==> src/rtl/register_scoreboard_pkg.sv <==
// Shared types and constants for the register scoreboard.
package register_scoreboard_pkg;

    localparam int REGISTER_COUNT         = 32;
    localparam int REGISTER_ADDRESS_WIDTH = 5;

    typedef logic [REGISTER_ADDRESS_WIDTH-1:0] reg_addr_t;

    localparam reg_addr_t ZERO_REGISTER = 5'd0;

endpackage

==> src/rtl/scoreboard_entry.sv <==
// One per-register in-flight write counter with pending status and an underflow pulse.
module scoreboard_entry #(
    parameter int unsigned COUNT_WIDTH = 2
) (
    input  logic                   clock,
    input  logic                   reset_n,
    input  logic                   inc,
    input  logic                   dec,
    output logic [COUNT_WIDTH-1:0] count,
    output logic                   pending,
    output logic                   underflow
);

    localparam logic [COUNT_WIDTH-1:0] CountMax = '1;
    localparam logic [COUNT_WIDTH-1:0] CountOne = COUNT_WIDTH'(1);

    logic [COUNT_WIDTH-1:0] count_q, count_d;

    // A simultaneous increment and decrement cancel out, even from zero.
    always_comb begin
        count_d   = count_q;
        underflow = 1'b0;
        if (inc && !dec) begin
            if (count_q != CountMax) begin
                count_d = count_q + CountOne;
            end
        end else if (dec && !inc) begin
            if (count_q != '0) begin
                count_d = count_q - CountOne;
            end else begin
                underflow = 1'b1;
            end
        end
    end

    always_ff @(posedge clock or negedge reset_n) begin
        if (!reset_n) begin
            count_q <= '0;
        end else begin
            count_q <= count_d;
        end
    end

    assign count   = count_q;
    assign pending = (count_q != '0);

endmodule

==> src/rtl/register_scoreboard.sv <==
// Tracks in-flight register writes from issue to writeback and gates issue on RAW hazards.
// Optional SCOREBOARD_BYPASS_EN hides a hazard whose last write retires this cycle.
module register_scoreboard
    import register_scoreboard_pkg::*;
#(
    parameter int unsigned COUNT_WIDTH = 2
) (
    input  logic                              clock,
    input  logic                              reset_n,
    input  logic                              issue_valid,
    input  logic                              issue_writes,
    input  logic [REGISTER_ADDRESS_WIDTH-1:0] issue_dest,
    input  logic [REGISTER_ADDRESS_WIDTH-1:0] source_a,
    input  logic [REGISTER_ADDRESS_WIDTH-1:0] source_b,
    output logic                              issue_ready,
    output logic                              hazard_a,
    output logic                              hazard_b,
    input  logic                              writeback_valid,
    input  logic [REGISTER_ADDRESS_WIDTH-1:0] writeback_dest,
    output logic                              underflow_error
);

    localparam logic [COUNT_WIDTH-1:0] CountMax = '1;

    logic [COUNT_WIDTH-1:0]    counts [REGISTER_COUNT];
    logic [REGISTER_COUNT-1:0] pending;
    logic [REGISTER_COUNT-1:0] inc;
    logic [REGISTER_COUNT-1:0] dec;
    logic [REGISTER_COUNT-1:0] underflow;
    logic                      issue_fire;
    logic                      at_max;
    logic                      underflow_error_q;

    // $r0 has no entry: it is never pending and ignores issues and writebacks.
    assign counts[0]    = '0;
    assign pending[0]   = 1'b0;
    assign inc[0]       = 1'b0;
    assign dec[0]       = 1'b0;
    assign underflow[0] = 1'b0;

    assign issue_fire = issue_valid && issue_ready;

    for (genvar r = 1; r < REGISTER_COUNT; r++) begin : g_entry
        localparam reg_addr_t Addr = reg_addr_t'(r);

        assign inc[r] = issue_fire && issue_writes && (issue_dest == Addr);
        assign dec[r] = writeback_valid && (writeback_dest == Addr);

        scoreboard_entry #(
            .COUNT_WIDTH (COUNT_WIDTH)
        ) u_entry (
            .clock     (clock),
            .reset_n   (reset_n),
            .inc       (inc[r]),
            .dec       (dec[r]),
            .count     (counts[r]),
            .pending   (pending[r]),
            .underflow (underflow[r])
        );
    end

`ifdef SCOREBOARD_BYPASS_EN
    localparam logic [COUNT_WIDTH-1:0] CountOne = COUNT_WIDTH'(1);

    logic last_write_retiring;

    // The register file writes before it reads, so the retiring value is visible now.
    assign last_write_retiring = writeback_valid && (writeback_dest != ZERO_REGISTER)
                                 && (counts[writeback_dest] == CountOne);

    assign hazard_a = pending[source_a] && !(last_write_retiring && (source_a == writeback_dest));
    assign hazard_b = pending[source_b] && !(last_write_retiring && (source_b == writeback_dest));
`else
    assign hazard_a = pending[source_a];
    assign hazard_b = pending[source_b];
`endif

    assign at_max      = issue_writes && (counts[issue_dest] == CountMax);
    assign issue_ready = !hazard_a && !hazard_b && !at_max;

    always_ff @(posedge clock or negedge reset_n) begin
        if (!reset_n) begin
            underflow_error_q <= 1'b0;
        end else if (|underflow) begin
            underflow_error_q <= 1'b1;
        end
    end

    assign underflow_error = underflow_error_q;

endmodule

==> config.mk <==
export PLATFORM = sky130hd
export DESIGN_NAME = register_scoreboard
export DESIGN_NICKNAME = d
export VERILOG_FILES = /design/src/rtl/register_scoreboard_pkg.sv /design/src/rtl/scoreboard_entry.sv /design/src/rtl/register_scoreboard.sv
export SDC_FILE = /design/constraint.sdc
export NUM_CORES = 1
export LEC_CHECK = 0
export ABC_AREA = 1
export BUFFER_PORTS_ARGS = -buffer_cell sky130_fd_sc_hd__buf_2
export CAP_MARGIN = 20
export CELL_PAD_IN_SITES_DETAIL_PLACEMENT = 0
export CELL_PAD_IN_SITES_GLOBAL_PLACEMENT = 1
export CORE_ASPECT_RATIO = 0.5
export CORE_UTILIZATION = 49
export CTS_BUF_LIST = sky130_fd_sc_hd__clkbuf_4
export DETAILED_ROUTE_END_ITERATION = 16
export GPL_ROUTABILITY_DRIVEN = 0
export GPL_TIMING_DRIVEN = 0
export PLACE_DENSITY_LB_ADDON = 0.1
export SLEW_MARGIN = 5
export SYNTH_ARGS = -nofsm -noshare
export SYNTH_HDL_FRONTEND = slang
export SYNTH_SLANG_ARGS = --single-unit
==> constraint.sdc <==
create_clock -name clock -period 6.2 [get_ports clock]
set_input_delay 0.62 -clock clock [delete_from_list [all_inputs] [get_ports clock]]
set_output_delay 0.62 -clock clock [all_outputs]
set_load 0.05 [all_outputs]
Word level (Yosys, flattened, before mapping):

Cells that the tools add are included.

* add/sub/neg operators: 62
* magnitude comparators: 3
* equal/unequal tests: 125
* muxes and demuxes: 224
* bitwise logic cells: 1
* reduce and logical (&&, ||, !) cells: 319

Operators with widths (count)
* two-way mux 2 bit: 126
* nonzero test 2 bit: 93
* == test 5 bit (second input constant): 32
* logical AND 1 bit: 129
* inequality test 2 bit (second input constant): 62
* two-way mux 1 bit: 95
* AND reduction 3 bit: 31
* == test 5 x 4 -> 1 bit (second input constant): 16
* zero test 1 bit: 65
* adder 2 x 1 -> 2 bit (second input constant): 31
* subtractor 2 x 1 -> 2 bit (second input constant): 31
* == test 5 x 3 -> 1 bit (second input constant): 8
* OR reduction 31 bit: 1
* == test 5 x 2 -> 1 bit (second input constant): 4
* < comparator 5 x 6 -> 1 bit (second input constant): 2
* binary-select mux 1 bit (select 5 bit): 2
* binary-select mux 2 bit (select 5 bit): 1
* == test 5 x 1 -> 1 bit (second input constant): 2
* >= comparator 6 bit (second input constant): 1
* NOT 5 -> 6 bit: 1
* == test 2 bit (second input constant): 1

* register bits after elaboration: 63
* bits of input ports: 25
* output and inout port bits: 4
* word-level logic and storage cells: 766

Logic depth before layout (Yosys ltp):

Gate-level depths: netlist of the first run.

* word-level depth: 16
* mapped depth: 22
* mapped depth without buffers: 20

Cells and area by module:

A second synthesis of the first run with hierarchy kept.

* cells, all modules: 1147
* area total of the unflattened synthesis: 6396.1 um^2

Modules (own cells, without submodules)
* scoreboard_entry: instances 31, cells each 21, area each 133.9 um^2, seq. area each 50.0 um^2
* register_scoreboard: instances 1, cells each 496, area each 2245.9 um^2, seq. area each 25.0 um^2

Worst setup path before layout of the first run:

OpenSTA, ideal clock, no wires.

* kind: input -> register
* start point: input source_a[0]
* end point: register underflow_error_q (netlist: underflow_error)
* library setup time: 0.132 ns
* arrival time: 2.914 ns
* data required time: 6.068 ns
* path slack: 3.154 ns
* cell stages on the path: 19
* path buffers: 2
* cells stage by stage: buf_2 nand2_2 inv_2 a21oi_1 nand2_1 nand3_1 nand2_1 nand2_1 nand2_1 nor2_4 nand3_4 buf_6 nor2_1 ha_1 nor2_1 nand3_1 nand4_1 nor4_1 nand3b_1

* word-level cells in the longest chain between the ends: 13
* elaborated cells between the ends (all ways): 194
* classes of those cells: mux (64); reduce/logical (130)

Ends and longest elaborated chain
* start: declaration: line register_scoreboard.sv:13 `input logic [REGISTER_ADDRESS_WIDTH-1:0] source_a,`
* binary-select mux 1 bit (select 5 bit) *: line register_scoreboard.sv:74 `assign hazard_a = pending[source_a];`
* two-way mux 1 bit (implied by the code) *: line register_scoreboard.sv:74
* net hazard_a: line register_scoreboard.sv:16 `output logic hazard_a,`
* zero test 1 bit *: line register_scoreboard.sv:79 `assign issue_ready = !hazard_a && !hazard_b && !at_max;`
* logical AND 1 bit * (2 in series): line register_scoreboard.sv:79
* logical AND 1 bit *: line register_scoreboard.sv:41 `assign issue_fire = issue_valid && issue_ready;`
* logical AND 1 bit *: line register_scoreboard.sv:46 `assign inc[r] = issue_fire && issue_writes && (issue_dest == Addr);`
* logical AND 1 bit: line register_scoreboard.sv:46
* zero test 1 bit: line scoreboard_entry.sv:27 `end else if (dec && !inc) begin`
* logical AND 1 bit: line scoreboard_entry.sv:27
* two-way mux 1 bit: line scoreboard_entry.sv:27
* two-way mux 1 bit: line scoreboard_entry.sv:23 `if (inc && !dec) begin`
* OR reduction 31 bit *: line register_scoreboard.sv:84 `end else if (|underflow) begin`
* end signal: assignment: line register_scoreboard.sv:83 `underflow_error_q <= 1'b0;`
* end signal: assignment: line register_scoreboard.sv:85 `underflow_error_q <= 1'b1;`
* end: declaration: line register_scoreboard.sv:32 `logic underflow_error_q;`

The timed path passes the listed nets; every way through them passes the cells marked *. The select of a mux whose other input is x is not followed.
A chain may end at the register's enable or synchronous reset.

Worst setup path after layout of the first run:

* start point: register g_entry[31].u_entry.count_q[0]
* end point: register underflow_error_q (netlist: underflow_error)

* word-level cells in the longest chain between the ends: 15
* elaborated cells between the ends (all ways): 205
* classes of those cells: eq/ne (1); mux (70); reduce/logical (134)

Ends and longest elaborated chain
* start: declaration: line scoreboard_entry.sv:17 `logic [COUNT_WIDTH-1:0] count_q, count_d;`
* start signal: assignment: line scoreboard_entry.sv:40 `count_q <= count_d;`
* binary-select mux 2 bit (select 5 bit): line register_scoreboard.sv:78 `assign at_max = issue_writes && (counts[issue_dest] == CountMax);`
* two-way mux 2 bit (implied by the code) (2 in series): line register_scoreboard.sv:78
* == test 2 bit: line register_scoreboard.sv:78
* logical AND 1 bit: line register_scoreboard.sv:78
* zero test 1 bit: line register_scoreboard.sv:79
* logical AND 1 bit: line register_scoreboard.sv:79
* logical AND 1 bit: line register_scoreboard.sv:41
* logical AND 1 bit (2 in series): line register_scoreboard.sv:46
* zero test 1 bit: line scoreboard_entry.sv:27
* logical AND 1 bit: line scoreboard_entry.sv:27
* two-way mux 1 bit: line scoreboard_entry.sv:27
* two-way mux 1 bit: line scoreboard_entry.sv:23
* OR reduction 31 bit *: line register_scoreboard.sv:84

Mark *: on every way between the ends. The rest lies on a longest branch, timed or not. The select of a mux whose other input is x is not followed.

==> results.py, run 1 <==
metrics = {
    "status": {
        "status": "completed",
    },
    "global_routing": {
        "grt_pass1_wl_um": 35310,
        "first_global_vias": 6499,
        "grt_max_degree": 64,
        "antenna_found_initial": 0,
        "grt_overflow_total": 0,
        "track_usage": 0.3479,
    },
    "yosys": {
        "synth_top_family_by_area": "simple AND/OR/NAND/NOR gates",
        "synth_edf_count": 0,
        "netlist_instances": 1030,
        "synth-main-ff-cell": "dfrtp_1",
        "ys_top_cells_by_area": "dfrtp_1 25%, nand2_1 14%, ha_1 12%",
        "synth_area_um2": 6416,
        "syn_nets": 1117,
        "synth.distinct_cells": 31,
        "synth_xor_area_frac": 0,
        "synth-adder-area-share": 0.1209,
        "synth.mux.area_fraction": 0,
        "yosys-top-cells-count": "233 x nand2_1, 161 x inv_1, 142 x nor2_1, 85 x o21ai_0, 69 x nand3_1",
        "async_flop_share": 1.000,
        "ys_ff_latch": 63,
        "yosysTopAreaCell": "dfrtp_1",
        "synth_top_area_share": 0.2457,
        "ys_warn_count": 0,
        "yosysSeqAreaShare": 0.2457,
        "avgSynthCellArea_um2": 6.229,
        "synth_compound_area_frac": 0.1408,
        "synthSimpleGateAreaFrac": 0.3670,
        "synth.most_common_cell": "nand2_1",
    },
    "critical_path": {
        "arrival_ns": 3.86,
        "required_ns": 6.53,
        "crit_fanout": 10,
        "critPathCaptureType": "flip-flop",
        "start_kind": "flip-flop",
        "worst-setup-path-type": "flip-flop to flip-flop",
        "reg2reg_depth": 16,
    },
    "routing": {
        "drtIter0Drc": 851,
        "firstDrtPassIters": 6,
        "wirelength_um": 22780,
        "antenna_left": 0,
        "remaining_drc_errors": 0,
        "via_per_inst": 5.828,
        "vias": 7232,
        "routedWlPerCell_um": 18.35,
    },
    "clocking": {
        "postCtsSetupBuffers": 0,
        "insertion_delay_ns": 0.46,
        "cts_tree": "done",
        "cts_resized": 0,
        "clockBufferDepth": 2,
        "ctsHoldBuffers": 0,
        "cts_made_buffers": 9,
        "cts.sinks": 63,
        "clk_pin_slew_ns": 0.12,
        "cts_root_buffer": "clkbuf_4",
        "htree_levels": 3,
    },
    "floorplan": {
        "die_h_um": 82.92,
        "dieArea_um2": 13580,
        "rows": 29,
        "die_w_um": 163.8,
        "start_util": 0.5052,
        "core-area_um2": 12700,
        "io_pins": 29,
    },
    "power": {
        "p_per_area_nw_per_um2": 159.6,
        "p_leak_uw": 0.003297,
        "clkPwrFrac": 0.273,
        "p_switching_uw": 441.2,
        "ir_drop_v": 0.0001022,
        "intPower_uw": 658.4,
        "swShare": 0.4012,
        "seqPwrFrac": 0.424,
        "combPwrFrac": 0.303,
    },
    "sta": {
        "finalSetupTns_ns": 0,
        "layout_setup_ws_ns": 2.666,
        "setup_viol": 0,
        "timing.fmax_ghz": 0.2830,
        "period_minus_slack_ns": 3.534,
        "timing_hold_violations_final": 0,
        "rsz0062_at_grt": "no",
        "maxSlewViolCount": 0,
        "relSlewSlack": 0.4364,
        "whs_ns": 0.2369,
        "final.period_utilization": 0.5700,
        "tightest_slew_ns": 0.8455,
        "fin_skew_ns": 0.01472,
    },
    "job": {
        "cap_violations": 0,
    },
    "cells_and_area": {
        "diodes": 0,
        "layout.cells.non_filler": 1241,
        "areaGrowthSynthToFinish_pct": 7.352,
        "drive_gt1_frac": 0.08777,
        "final_nets": 1153,
    },
    "placed_design": {
        "hpwl_um": 17560,
        "place_inst": 1225,
        "io_buffers": 25,
        "pre_cts_ws_ns": 2.581,
    },
    "min_path": {
        "hp-class": "input port to async pin",
    },
}
logic make-up (layout without fill, tap and decap cells):
logic type / after synthesis / count (layout)
simple gates: 540 / 540
compound gates: 167 / 167
fa+ha+maj: 62 / 62
buf+inv: 198 / 239
flops: 63 / 63
stage by stage:
stage	utilization	area (um^2)	total power (uW)
after floorplan	-	6416	672.9
after global placement	0.5318	6754	786.3
after detailed placement	0.5320	6756	791.3
after CTS	0.5424	6888	1091
after global routing	0.5424	6888	1151
final	0.5424	6888	1100
final cells by class:
| class | instances | area (um^2) |
|---|---|---|
| plain buffers | 30 | 175.2 |
| clock buffers | 11 | 82.58 |
| clock inverters | 5 | 48.80 |
| fillers | 1334 | 5812 |
| inverters | 168 | 630.6 |
| multi-input cells | 769 | 4034 |
| flip-flops and latches | 63 | 1577 |
| well taps | 170 | 212.7 |
| repair buffers | 25 | 127.6 |
power groups by stage:
| stage | Sequential [uW] | Combinational [uW] | Clock (uW) |
|---|---|---|---|
| global placement | 473 | 313 | 0 |
| floorplan | 466 | 207 | 0 |
| global route | 470 | 358 | 323 |
| finish | 466 | 333 | 301 |
| detailed placement | 474 | 317 | 0 |
| CTS | 466 | 319 | 306 |
critical path: stages (launching register included):
cell and delay, ns:
dfrtp_1 0.44, nor2_1 0.49, nand2_1 0.10, nand3_1 0.12
nand3_1 0.09, nand3_1 0.11, nand2_1 0.06, nand2_1 0.05
nand2_1 0.09, nor2_4 0.24, buf_2 0.33, nand4_1 0.14
ha_1 0.24, nand3b_1 0.16, o2111ai_1 0.26, nor4_1 0.36
nand3b_1 0.12
cells in the final DEF, fill, tap and decap left out, drive strengths merged:
cell type and count:
o31ai 12, o211ai 1, nand4 34, o22ai 16
nor3 24, clkinv 5, inv 167, or2 1
a21oi 42, buf 48, dfrtp 63, nand3 71
o2111ai 4, o21ai 92, ha 62, nor4 2
nor2 163, and2 1, nand2 235, clkbuf 18
nand3b 9, bufinv 1
final timing paths:
check | from | endpoint | slack (ns)
setup / recovery | g_entry[31].u_entry.count[0]$_DFFE_PN0P_ | underflow_error$_DFFE_PN0P_ | 2.67
hold / removal | reset_n | g_entry[6].u_entry.count[1]$_DFFE_PN0P_ | 0.24
setup reg to reg | g_entry[31].u_entry.count[0]$_DFFE_PN0P_ | underflow_error$_DFFE_PN0P_ | 2.67
hold reg to reg | g_entry[8].u_entry.count[0]$_DFFE_PN0P_ | g_entry[8].u_entry.count[1]$_DFFE_PN0P_ | 0.54
max in group asynchronous | reset_n | g_entry[16].u_entry.count[0]$_DFFE_PN0P_ | 5.38
min in group clock | g_entry[8].u_entry.count[0]$_DFFE_PN0P_ | g_entry[8].u_entry.count[1]$_DFFE_PN0P_ | 0.54
per-layer routing:
metal | vias to the layer above | part of all wire | track usage
met3 | 59 | 0.15 | 0.1269
met4 | 0 | 0.024 | 0.09007
met1 | 3378 | 0.44 | 0.4913
li1 | 3408 | - | -
met2 | 387 | 0.40 | 0.4946
met5 | - | 0 | 0
sequential cells by signal, indices dropped and copies added, names as in the netlist:
name                   flops
g_entry.u_entry.count     62
underflow_error            1
No activity file was read; power rests on OpenSTA's default activity.
==> run 2, diff against run 1 <==
CORE_UTILIZATION = 46   (was 49)
clock period = 3.6 ns   (was 6.2 ns; I/O delays follow)
==> run 2 against run 1 <==
Net effect: critical path depth unchanged; via count is 1.7% lower; die area grew 6.4%; total power up 81%; sequential power grew 72%; maximum frequency up 4.4%; critical path type unchanged; highest routed layer unchanged.
==> results.py, run 2 (synthesis gave the netlist of run 1 again) <==
metrics = {
    "status": {
        "status": "completed",
    },
    "sta": {
        "fin_skew_ns": 0.01897,
        "relSlewSlack": 0.5349,
        "maxSlewViolCount": 0,
        "whs_ns": 0.2499,
        "setup_viol": 0,
        "period_minus_slack_ns": 3.386,
        "tightest_slew_ns": 0.6976,
        "timing_hold_violations_final": 0,
        "finalSetupTns_ns": 0,
        "final.period_utilization": 0.9406,
        "timing.fmax_ghz": 0.2953,
        "rsz0062_at_grt": "no",
    },
    "critical_path": {
        "arrival_ns": 3.72,
        "r2r-end": "underflow_error$_DFFE_PN0P_",
        "worst-setup-path-type": "flip-flop to flip-flop",
        "required_ns": 3.93,
        "reg2reg_depth": 16,
        "reg2reg_from": "g_entry[15].u_entry.count[1]$_DFFE_PN0P_",
        "critPathCaptureType": "flip-flop",
        "start_kind": "flip-flop",
        "r2r_slack_ns": 0.21,
        "crit_fanout": 10,
    },
    "routing": {
        "remaining_drc_errors": 0,
        "via_per_inst": 5.619,
        "firstDrtPassIters": 5,
        "wirelength_um": 22850,
        "vias": 7108,
        "routedWlPerCell_um": 18.06,
        "antenna_left": 0,
        "drtIter0Drc": 769,
    },
    "clocking": {
        "cts_tree": "done",
        "insertion_delay_ns": 0.46,
        "cts.sinks": 63,
        "htree_levels": 3,
        "clockBufferDepth": 2,
        "cts_root_buffer": "clkbuf_4",
        "cts_made_buffers": 9,
        "postCtsSetupBuffers": 0,
        "clk_pin_slew_ns": 0.14,
    },
    "floorplan": {
        "start_util": 0.4722,
        "rows": 30,
        "io_pins": 29,
        "die_w_um": 169.0,
        "dieArea_um2": 14450,
        "die_h_um": 85.51,
        "core-area_um2": 13590,
    },
    "cells_and_area": {
        "final_util": 0.5148,
        "layout.cells.non_filler": 1265,
        "final_common_cell": "nand2_1",
        "final_cell_mix": "233 x nand2_1, 161 x inv_1, 138 x nor2_1",
        "diodes": 0,
        "final_nets": 1155,
        "drive_gt1_frac": 0.09226,
        "ff_latch_area_um2": 1577,
        "fillers": 1494,
        "areaGrowthSynthToFinish_pct": 9.029,
        "largest_reg_flops": 62,
        "multi_input_area_um2": 4044,
    },
    "global_routing": {
        "grt_use_met1": 0.4618,
        "track_usage": 0.3279,
        "grt.busiest_layer": "met2",
        "first_global_vias": 6496,
        "grt_overflow_total": 0,
        "antenna_found_initial": 0,
        "grt_max_degree": 55,
        "use_met3": 0.1144,
        "grt_pass1_wl_um": 35050,
        "gr-usage-met2": 0.4857,
    },
    "power": {
        "p_leak_uw": 0.003320,
        "ir_drop_v": 0.0001546,
        "p_per_area_nw_per_um2": 284.3,
    },
    "placed_design": {
        "io_buffers": 25,
        "hpwl_um": 17930,
        "place_inst": 1248,
    },
    "job": {
        "cap_violations": 0,
    },
    "min_path": {
        "hp-class": "input port to async pin",
    },
}
[run 2: cell types whose count changed in the layout (fill, tap and decap cells not counted)]
cell / previous run / this run
inv_6: 0 / 1
clkbuf_4: 11 / 9
clkinv_4: 0 / 1
nor2_1: 142 / 138
buf_16: 0 / 1
clkinvlp_4: 0 / 2
bufinv_16: 1 / 2
clkinv_2: 3 / 0
nor2_2: 20 / 24
dlygate4sd3_1: 0 / 1
[run 2: per-stage QoR]
step | cell area [um^2] | total power (uW) | worst slack, ns
CTS | 6985 | 1990 | 0.1701
global placement | 6782 | 1363 | 0.1874
global route | 6995 | 2083 | 0.007507
finish | 6995 | 1989 | 0.2139
detailed placement | 6812 | 1374 | 0.2245
floorplan | 6416 | 1159 | 0.8139
[run 2: cell type report]
class	instances	share of cell area
inverter	168	0.09014
sequential	63	0.2254
multi-input combinational	769	0.5781
buffer	30	0.02504
tap	192	0.03434
timing repair buffer	27	0.02361
clock inverter	7	0.01377
clock buffer	9	0.009658
[run 2: worst max path at each step]
stage | startpoint | to
6_report | g_entry[15].u_entry.count[1]$_DFFE_PN0P_ | underflow_error$_DFFE_PN0P_
4_1_cts | g_entry[2].u_entry.count[0]$_DFFE_PN0P_ | underflow_error$_DFFE_PN0P_
3_5_place_dp | source_b[0] | underflow_error$_DFFE_PN0P_
3_3_place_gp | source_a[0] | underflow_error$_DFFE_PN0P_
2_1_floorplan | source_a[0] | underflow_error$_DFFE_PN0P_
5_1_grt | g_entry[19].u_entry.count[1]$_DFFE_PN0P_ | underflow_error$_DFFE_PN0P_
[run 2: power breakdown]
part | internal (uW) | leakage [uW] | switching (uW) | total, uW
registers | 760 | 0.000842 | 42.2 | 802
logic | 156 | 0.00240 | 422 | 578
clock network | 282 | 0.0000802 | 326 | 608
[run 2: routing by layer]
layer	vias to the layer above	part of all wire
li1	3418	-
met1	3333	0.46
met2	319	0.40
met3	38	0.12
met4	0	0.016
met5	-	0
[run 2: worst max-delay path: stages (launching register included)]
cell and delay, ns:
dfrtp_1 0.45, nor2_1 0.46, nand2_1 0.10, nand3_1 0.10
nand3_1 0.07, nand3_1 0.10, nand2_1 0.05, nand2_1 0.05
nand2_1 0.11, nor2_4 0.25, buf_2 0.30, nand4_1 0.17
ha_1 0.25, nand3b_1 0.16, o2111ai_1 0.25, nor4_1 0.28
nand3b_1 0.12
[run 2: what timing repair did]
action	CTS	global route
hold buffers	1	0
endpoints found under the hold margin	23	0
gates resized for setup	0	4
setup endpoints to repair	0	1
==> run 3, diff against run 2 <==
RECOVER_POWER = 25   (was unset)
==> run 3 against run 2 <==
Net effect: the flow now finishes with violations (capacitance limit, slew limit); global-route usage is the same; count of clock-buffer cells in the layout did not move; total power is essentially flat; critical path type unchanged.
==> results.py, run 3 (synthesis gave the netlist of run 1 again) <==
metrics = {
    "sta": {
        "relSlewSlack": -0.005249,
        "rsz0062_at_grt": "no",
        "fin_skew_ns": 0.02143,
        "timing.fmax_ghz": 0.2947,
        "setup_viol": 0,
        "maxSlewViolCount": 54,
        "tightest_slew_ns": 1.508,
        "final.period_utilization": 0.9427,
        "timing_hold_violations_final": 0,
        "period_minus_slack_ns": 3.394,
        "finalSetupTns_ns": 0,
    },
    "clocking": {
        "insertion_delay_ns": 0.46,
        "htree_levels": 3,
        "postCtsSetupBuffers": 0,
        "cts_root_buffer": "clkbuf_4",
        "cts_tree": "done",
        "clockBufferDepth": 2,
        "cts_made_buffers": 9,
        "clk_pin_slew_ns": 0.13,
        "cts.sinks": 63,
    },
    "floorplan": {
        "dieArea_um2": 14450,
        "core-area_um2": 13590,
        "start_util": 0.4722,
        "io_pins": 29,
        "die_w_um": 169.0,
        "die_h_um": 85.51,
        "rows": 30,
    },
    "global_routing": {
        "grt.busiest_layer": "met2",
        "gr-usage-met2": 0.4857,
        "grt_use_met1": 0.4618,
        "first_global_vias": 6496,
        "grt_max_degree": 55,
        "grt_pass1_wl_um": 35050,
        "grt_overflow_total": 0,
        "antenna_found_initial": 0,
        "use_met3": 0.1144,
        "track_usage": 0.3279,
    },
    "power": {
        "p_switching_uw": 795.7,
        "swShare": 0.3997,
        "p_leak_uw": 0.003307,
        "p_per_area_nw_per_um2": 285.6,
        "intPower_uw": 1195,
        "ir_drop_v": 0.0001540,
        "seqPwrFrac": 0.403,
        "clkPwrFrac": 0.308,
        "combPwrFrac": 0.289,
    },
    "critical_path": {
        "crit_fanout": 10,
        "worst-setup-path-type": "flip-flop to flip-flop",
        "r2r-end": "underflow_error$_DFFE_PN0P_",
        "arrival_ns": 3.73,
        "r2r_slack_ns": 0.21,
        "start_kind": "flip-flop",
        "required_ns": 3.94,
        "reg2reg_depth": 17,
        "reg2reg_from": "g_entry[15].u_entry.count[1]$_DFFE_PN0P_",
        "critPathCaptureType": "flip-flop",
    },
    "cells_and_area": {
        "largest_reg_flops": 62,
        "final_cell_mix": "233 x nand2_1, 161 x inv_1, 138 x nor2_1",
        "areaGrowthSynthToFinish_pct": 8.619,
        "drive_gt1_frac": 0.09133,
        "final_common_cell": "nand2_1",
        "final_util": 0.5129,
        "final_nets": 1155,
        "diodes": 0,
    },
    "routing": {
        "firstDrtPassIters": 6,
        "antenna_left": 0,
        "remaining_drc_errors": 0,
        "routedWlPerCell_um": 18.09,
        "drtIter0Drc": 688,
        "vias": 7050,
        "wirelength_um": 22890,
        "via_per_inst": 5.573,
    },
    "placed_design": {
        "hpwl_um": 17930,
        "io_buffers": 25,
    },
    "job": {
        "cap_violations": 1,
    },
    "status": {
        "status": "complete, but fails checks",
        "violations": "capacitance limit, slew limit",
    },
    "min_path": {
        "hp-class": "input port to async pin",
    },
}
-- run 3: cell types whose count changed in the layout (fill, tap and decap cells not counted) --
cell      change
clkbuf_1      +1
clkbuf_2      +1
buf_4         -1
buf_16        -1
-- run 3: metal layers --
layer  vias to the layer above  wire, um  share of wire
li1                       3422         -              -
met1                      3255     10350           0.45
met2                       345      9237           0.40
met3                        28      2989           0.13
met4                         0       315          0.014
met5                         -         0              0
-- run 3: how the worst max path moves through the flow --
| stage | from | end | slack, ns | cells past startpoint |
|---|---|---|---|---|
| final | g_entry[15].u_entry.count[1]$_DFFE_PN0P_ | underflow_error$_DFFE_PN0P_ | 0.21 | 17 |
| after floorplan | source_a[0] | underflow_error$_DFFE_PN0P_ | 0.81 | 19 |
| after global placement | source_a[0] | underflow_error$_DFFE_PN0P_ | 0.19 | 19 |
| after CTS | g_entry[2].u_entry.count[0]$_DFFE_PN0P_ | underflow_error$_DFFE_PN0P_ | 0.17 | 17 |
| after global routing | g_entry[19].u_entry.count[1]$_DFFE_PN0P_ | underflow_error$_DFFE_PN0P_ | 0.008 | 18 |
| after detailed placement | source_b[0] | underflow_error$_DFFE_PN0P_ | 0.22 | 19 |
-- run 3: repair_timing --
item                                    4_1_cts  5_1_grt
hold buffers                                  1        0
endpoints found under the setup margin        0        1
endpoints found under the hold margin        23        0
resized for setup                             0        4
-- run 3: area by class of cell --
cell class	count	area (um^2)
buffer	30	175.2
clock buffer	9	67.56
clock inverter	7	96.34
fill	1498	6619
inverter	168	630.6
multi-input combinational	769	4044
sequential	63	1577
tap	192	240.2
timing repair buffer	27	138.9
-- run 3: critical path, cell delays in order (launching register included) --
cell	delay, ns
dfrtp_1	0.44
nor2_1	0.43
nand2_1	0.10
nand3_1	0.10
nand3_1	0.07
nand3_1	0.10
nand2_1	0.05
nand2_1	0.05
nand2_1	0.11
nor2_4	0.26
nand3_4	0.15
buf_6	0.19
nor2_2	0.12
ha_1	0.22
nand3b_1	0.21
o2111ai_1	0.26
nor4_1	0.29
nand3b_1	0.12
-- run 3: metrics by stage --
stage	hold slack [ns]	power (uW)	worst slack (ns)	cell area, um^2	instances
after floorplan	0.06441	1159	0.8139	6416	1030
after global placement	0.4837	1363	0.1874	6782	1247
after detailed placement	0.2086	1374	0.2245	6812	1248
after CTS	0.2314	1990	0.1701	6985	1265
after global routing	0.4103	2079	0.007507	6969	1265
final	0.3618	1991	0.2064	6969	1265
-- run 3: power by group through the flow --
stage	clock network [uW]	registers, uW	logic [uW]
floorplan	0	803	356
global placement	0	815	548
detailed placement	0	817	557
CTS	626	803	561
global route	644	810	626
finish	613	802	576
